==> src/rtl/hazard_ctrl.sv <==
`default_nettype none
// +----------------------------------------------------------------------------+
// | Module   : hazard_ctrl                                                      |
// | Purpose  : 5-stage RV32I pipeline hazard controller. Generates per-stage    |
// |            stall/nop controls (combinational) and registered EX operand     |
// |            forwarding selects; covers dmem, store-hold, branch flush,       |
// |            load-use, stall-only interlock and imem events.                  |
// | Revision : 1.0 - initial release                                            |
// +----------------------------------------------------------------------------+
module hazard_ctrl #(
  parameter int REG_W      = 5,
  parameter int FWD_EN     = 1,
  parameter int RF_BYPASS  = 1,
  parameter int STORE_HOLD = 2,
  parameter int BR_STAGE   = 3
) (
  input  logic             clk,
  input  logic             rst,
  input  logic [REG_W-1:0] rs1_id,
  input  logic [REG_W-1:0] rs2_id,
  input  logic             rs1_used,
  input  logic             rs2_used,
  input  logic [REG_W-1:0] rd_ex,
  input  logic [REG_W-1:0] rd_mem,
  input  logic [REG_W-1:0] rd_wb,
  input  logic             we_ex,
  input  logic             we_mem,
  input  logic             we_wb,
  input  logic             load_ex,
  input  logic             mem_read,
  input  logic             mem_write,
  input  logic             branch_taken,
  input  logic             iready_n,
  input  logic             dready_n,
  input  logic             dbusy,
  output logic             stall_if,
  output logic             stall_id,
  output logic             stall_ex,
  output logic             stall_mem,
  output logic             stall_wb,
  output logic             nop_if,
  output logic             nop_id,
  output logic             nop_ex,
  output logic             nop_mem,
  output logic             nop_wb,
  output logic [1:0]       fwd_a,
  output logic [1:0]       fwd_b
);

  localparam int   CNT_W    = (STORE_HOLD > 0) ? $clog2(STORE_HOLD + 1) : 1;
  localparam logic C_FWD    = (FWD_EN != 0);
  localparam logic C_RF_BYP = (RF_BYPASS != 0);
  localparam logic C_SH_EN  = (STORE_HOLD > 0);
  localparam logic C_BR_MEM = (BR_STAGE == 3);
  localparam logic [CNT_W-1:0] C_HOLD_LOAD = CNT_W'(STORE_HOLD);
  localparam logic [CNT_W-1:0] C_ONE       = CNT_W'(1);

  typedef enum logic [1:0] {
    S_IDLE = 2'd0,
    S_HOLD = 2'd1,
    S_DONE = 2'd2
  } sh_state_t;

  sh_state_t        r_state, w_state_nxt;
  logic [CNT_W-1:0] r_cnt, w_cnt_nxt;

  // A producer matches only when it writes a nonzero register the consumer reads.
  function automatic logic f_match(input logic [REG_W-1:0] rs, input logic used,
                                   input logic [REG_W-1:0] rd, input logic we);
    return used & we & (rd != '0) & (rs == rd);
  endfunction

  // Youngest producer wins; the WB value only needs forwarding without RF bypass.
  function automatic logic [1:0] f_sel(input logic ex, input logic mem, input logic wb);
    if (ex)                  return 2'b01;
    else if (mem)            return 2'b10;
    else if (wb & ~C_RF_BYP) return 2'b11;
    else                     return 2'b00;
  endfunction

  logic w_ex_a, w_ex_b, w_mem_a, w_mem_b, w_wb_a, w_wb_b;
  logic w_dmem_ext, w_arm, w_dmem_stall, w_load_use, w_interlock;

  assign w_ex_a  = f_match(rs1_id, rs1_used, rd_ex,  we_ex);
  assign w_ex_b  = f_match(rs2_id, rs2_used, rd_ex,  we_ex);
  assign w_mem_a = f_match(rs1_id, rs1_used, rd_mem, we_mem);
  assign w_mem_b = f_match(rs2_id, rs2_used, rd_mem, we_mem);
  assign w_wb_a  = f_match(rs1_id, rs1_used, rd_wb,  we_wb);
  assign w_wb_b  = f_match(rs2_id, rs2_used, rd_wb,  we_wb);

  // The arming cycle already holds the store in MEM so the hold covers that store.
  assign w_dmem_ext   = dbusy | (mem_read & dready_n);
  assign w_arm        = C_SH_EN & (r_state == S_IDLE) & mem_write & ~w_dmem_ext;
  assign w_dmem_stall = w_dmem_ext | (r_state == S_HOLD) | w_arm;

  assign w_load_use  = C_FWD & load_ex & (w_ex_a | w_ex_b);
  assign w_interlock = ~C_FWD & (w_ex_a | w_ex_b | w_mem_a | w_mem_b |
                                 (~C_RF_BYP & (w_wb_a | w_wb_b)));

  // Store-hold state and counter register; reset aborts any hold in progress.
  always_ff @(posedge clk or posedge rst) begin
    if (rst) begin
      r_state <= S_IDLE;
      r_cnt   <= '0;
    end else begin
      r_state <= w_state_nxt;
      r_cnt   <= w_cnt_nxt;
    end
  end

  // Store-hold next state: count down in HOLD, release once in DONE, no re-arm.
  always_comb begin
    w_state_nxt = r_state;
    w_cnt_nxt   = r_cnt;
    case (r_state)
      S_IDLE: begin
        if (w_arm) begin
          w_state_nxt = S_HOLD;
          w_cnt_nxt   = C_HOLD_LOAD;
        end
      end
      S_HOLD: begin
        if (r_cnt <= C_ONE) begin
          w_state_nxt = S_DONE;
          w_cnt_nxt   = '0;
        end else begin
          w_cnt_nxt   = r_cnt - C_ONE;
        end
      end
      S_DONE: begin
        if (!w_dmem_stall) w_state_nxt = S_IDLE;
      end
      default: begin
        w_state_nxt = S_IDLE;
        w_cnt_nxt   = '0;
      end
    endcase
  end

  // Prioritised stall/nop generation: rst > dmem > branch > load-use/interlock > imem.
  always_comb begin
    stall_if  = 1'b0;
    stall_id  = 1'b0;
    stall_ex  = 1'b0;
    stall_mem = 1'b0;
    stall_wb  = 1'b0;
    nop_if    = 1'b0;
    nop_id    = 1'b0;
    nop_ex    = 1'b0;
    nop_mem   = 1'b0;
    nop_wb    = 1'b0;
    if (rst) begin
      nop_if  = 1'b1;
      nop_id  = 1'b1;
      nop_ex  = 1'b1;
      nop_mem = 1'b1;
      nop_wb  = 1'b1;
    end else if (w_dmem_stall) begin
      stall_if  = 1'b1;
      stall_id  = 1'b1;
      stall_ex  = 1'b1;
      stall_mem = 1'b1;
      nop_wb    = 1'b1;
    end else if (branch_taken) begin
      nop_if  = 1'b1;
      nop_id  = 1'b1;
      nop_ex  = 1'b1;
      nop_mem = C_BR_MEM;
    end else if (w_load_use | w_interlock) begin
      stall_if = 1'b1;
      stall_id = 1'b1;
      nop_ex   = 1'b1;
    end else if (iready_n) begin
      stall_if = 1'b1;
      nop_id   = 1'b1;
    end
  end

  generate
    if (FWD_EN != 0) begin : g_fwd
      // Capture forwarding selects as ID advances; bubbles load 00, stalls hold.
      always_ff @(posedge clk or posedge rst) begin
        if (rst) begin
          fwd_a <= 2'b00;
          fwd_b <= 2'b00;
        end else if (!stall_ex) begin
          if (nop_ex) begin
            fwd_a <= 2'b00;
            fwd_b <= 2'b00;
          end else begin
            fwd_a <= f_sel(w_ex_a, w_mem_a, w_wb_a);
            fwd_b <= f_sel(w_ex_b, w_mem_b, w_wb_b);
          end
        end
      end
    end else begin : g_nofwd
      assign fwd_a = 2'b00;
      assign fwd_b = 2'b00;
    end
  endgenerate

endmodule
`default_nettype wire

==> config.mk <==
export PLATFORM = sky130hd
export DESIGN_NAME = hazard_ctrl
export DESIGN_NICKNAME = d
export VERILOG_FILES = /design/src/rtl/hazard_ctrl.sv
export SDC_FILE = /design/constraint.sdc
export NUM_CORES = 1
export LEC_CHECK = 0
export CORE_MARGIN = 2
export CORE_UTILIZATION = 50
export CTS_CLUSTER_SIZE = 12
export DETAILED_ROUTE_END_ITERATION = 8
export DONT_BUFFER_PORTS = 1
export SYNTH_ARGS = -nofsm -noshare
export SYNTH_HDL_FRONTEND = slang
export SYNTH_SLANG_ARGS = --single-unit
export TNS_END_PERCENT = 5
==> constraint.sdc <==
create_clock -name clk -period 1.72 [get_ports clk]
set_input_delay 0.258 -clock clk [delete_from_list [all_inputs] [get_ports clk]]
set_output_delay 0.258 -clock clk [all_outputs]
set_load 0.01 [all_outputs]
==> flow_summary.ini <==
[floorplanning]
coreArea_um2 = 1330
dieArea_um2 = 1800
die_h_um = 42.5
dieWidth_um = 42.5
rows = 13
initial_utilization = 0.554
io_pins = 53

[setup_path]
worstSetupPathType = input pin to primary output
path_max_fanout = 4
critPathLaunchType = input pin
max_stage_delay_ns = 0.52
worstPathRequired_ns = 1.46
cp-end-kind = primary output
crit_arrival_ns = 1.44
critical_path.cell_chain = or4_4, o21a_4, o211a_4, o31a_1
critPathSlowestCell = or4_4

[logic_synthesis]
synth_edf_count = 0
synth_area_leaders = dfrtp_1 (27%), xor2_1 (19%), xnor2_1 (4.7%)
async_reset_ff_frac = 1.00
synth-main-ff-cell = dfrtp_1
ys_seq_area_frac = 0.271
synth_area_leader_cell = dfrtp_1
synth_nets = 128
synth_top_cell_area_share = 0.271
synthCells = 89
ys_ff_latch = 8
syn_area_um2 = 739
synth_area_per_cell_um2 = 8.31
ys_warn_count = 0
synthDistinctLibCells = 28

[route]
wl_um = 1740
dr.pass1.iters = 4
ant_nets = 0
drtIter0Drc = 12
wire_per_inst_um = 15.8
num_vias = 676
drc = 0
vias_per_cell = 6.15

[global_routing]
grt_pass1_wl_um = 2780
grt_overflow_total = 0
track_usage = 0.203
antenna_found_initial = 0
grt_max_degree = 10
grt_pass1_vias = 683

[layout]
area_delta_synth_final_pct = 15.2
final_nets = 136
layout_commonest_cell = xor2_1
fin_util = 0.639
drive_gt1_frac = 0.200
antenna_cells = 0
mostFrequentLayoutCells = xor2_1 (16), nand2_1 (7), nor2_1 (7), dfrtp_1 (7), buf_4 (5)
fill_cells = 122

[clocking]
ctsLongestPathBuffers = 2
clk_latency_ns = 0.25
cts.reportedPaths.clkPinSlew_ns = 0.05
clock_sinks = 8
post_cts_buffers = 0
cts_buffers = 3
cts_max_level = 1
cts-root-buf = clkbuf_4
cts_tree = done

[outcome]
outcome = complete, no violations

[sta]
slew_viol_final = 0
rsz0062_at_grt = false
skew_ns = 0.00480
finalCriticalPeriod_ns = 1.70
fmax_mhz = 589
finalHoldViolCount = 0
finalCritPeriodShare = 0.986
setup_viol = 0

[power_and_ir_drop]
leakagePower_nw = 0.379
power_mw = 0.683
p_per_area_nw_per_um2 = 801
ir_drop_uv = 699

[hold_path]
hold_path.class = input pin to flop

[job]
cap_violations = 0

[place]
io_buffers = 0
dp_hpwl_um = 1440
place_congestion = 0.828
## where the power goes
group          switching [mW]  internal, mW
Combinational           0.135         0.127
Clock                  0.0632        0.0798
Sequential             0.0457         0.232
Total                   0.244         0.439
## flip-flops by register name, summed over array words and instances, names as in the netlist
register	count
fwd_a	2
fwd_b	2
r_cnt	2
r_state	2
## final cells by class
type | instances | area (um^2) | share of cell area
inverter | 3 | 11.3 | 0.0132
timing repair buffer | 6 | 47.5 | 0.0558
clock buffer | 3 | 22.5 | 0.0264
multi-input combinational | 75 | 551 | 0.646
tap | 15 | 18.8 | 0.0220
sequential | 8 | 201 | 0.236
## cells by family after synthesis
group / synth area share
buffers and inverters: 0.0457
and+or+nand+nor: 0.220
other: 0.00507
AOI/OAI and AO/OA: 0.222
xor gates and xnor gates: 0.237
DFF: 0.271
## worst max-delay path: cells and delay by family
kind | cells | cell delay [ns]
AND/OR/NAND/NOR | 1 | 0.52
AO/OA/AOI/OAI | 3 | 0.66
## stage by stage
step	setup slack (ns)	cells	instance area, um^2	setup TNS, ns	hold slack [ns]
CTS	-0.00395	110	811	-0.00395	0.0565
global placement	0.00128	106	773	0	0.132
detailed placement	0.00244	106	773	0	0.132
floorplan	0.0728	89	739	0	0.0817
global route	0.0100	110	852	0	0.0450
finish	0.0235	110	852	0	0.0642
## synthesized netlist by cell type (2+ instances only)
master and count:
and3_1 2, a21o_1 3, o21ai_0 3, buf_4 3, a21oi_1 3, o21a_1 3, inv_1 3, nor2_1 8
a22oi_1 4, xor2_1 16, and3_2 2, nand2b_1 2, or4_1 2, dfrtp_1 8, nand2_1 7, nor4_1 4
xnor2_1 4, a31oi_1 2
## timing repair
item | 4_1_cts | 5_1_grt
endpoints found under the hold margin | 8 | 0
pin swaps | 0 | 1
hold buffers | 1 | 0
resized for setup | 2 | 8
setup endpoints to repair | 5 | 7
## per-layer routing
metal	global-route usage	wire length, um
met5	0	0
met4	0.0813	7
met3	0.0776	188
met2	0.314	818
met1	0.251	724
## worst paths after layout
kind,from,to,slack [ns],cells past startpoint
max,rd_ex[1],stall_if,0.02,4
min,rst,fwd_a[0],0.06,1
max reg2reg,r_state[0],fwd_a[1],0.34,6
min reg2reg,r_state[1],r_state[0],0.53,1
max in group asynchronous,rst,r_state[1],1.03,2
min in group asynchronous,rst,fwd_a[0],0.41,2
Power figures use the tool's default switching activity.
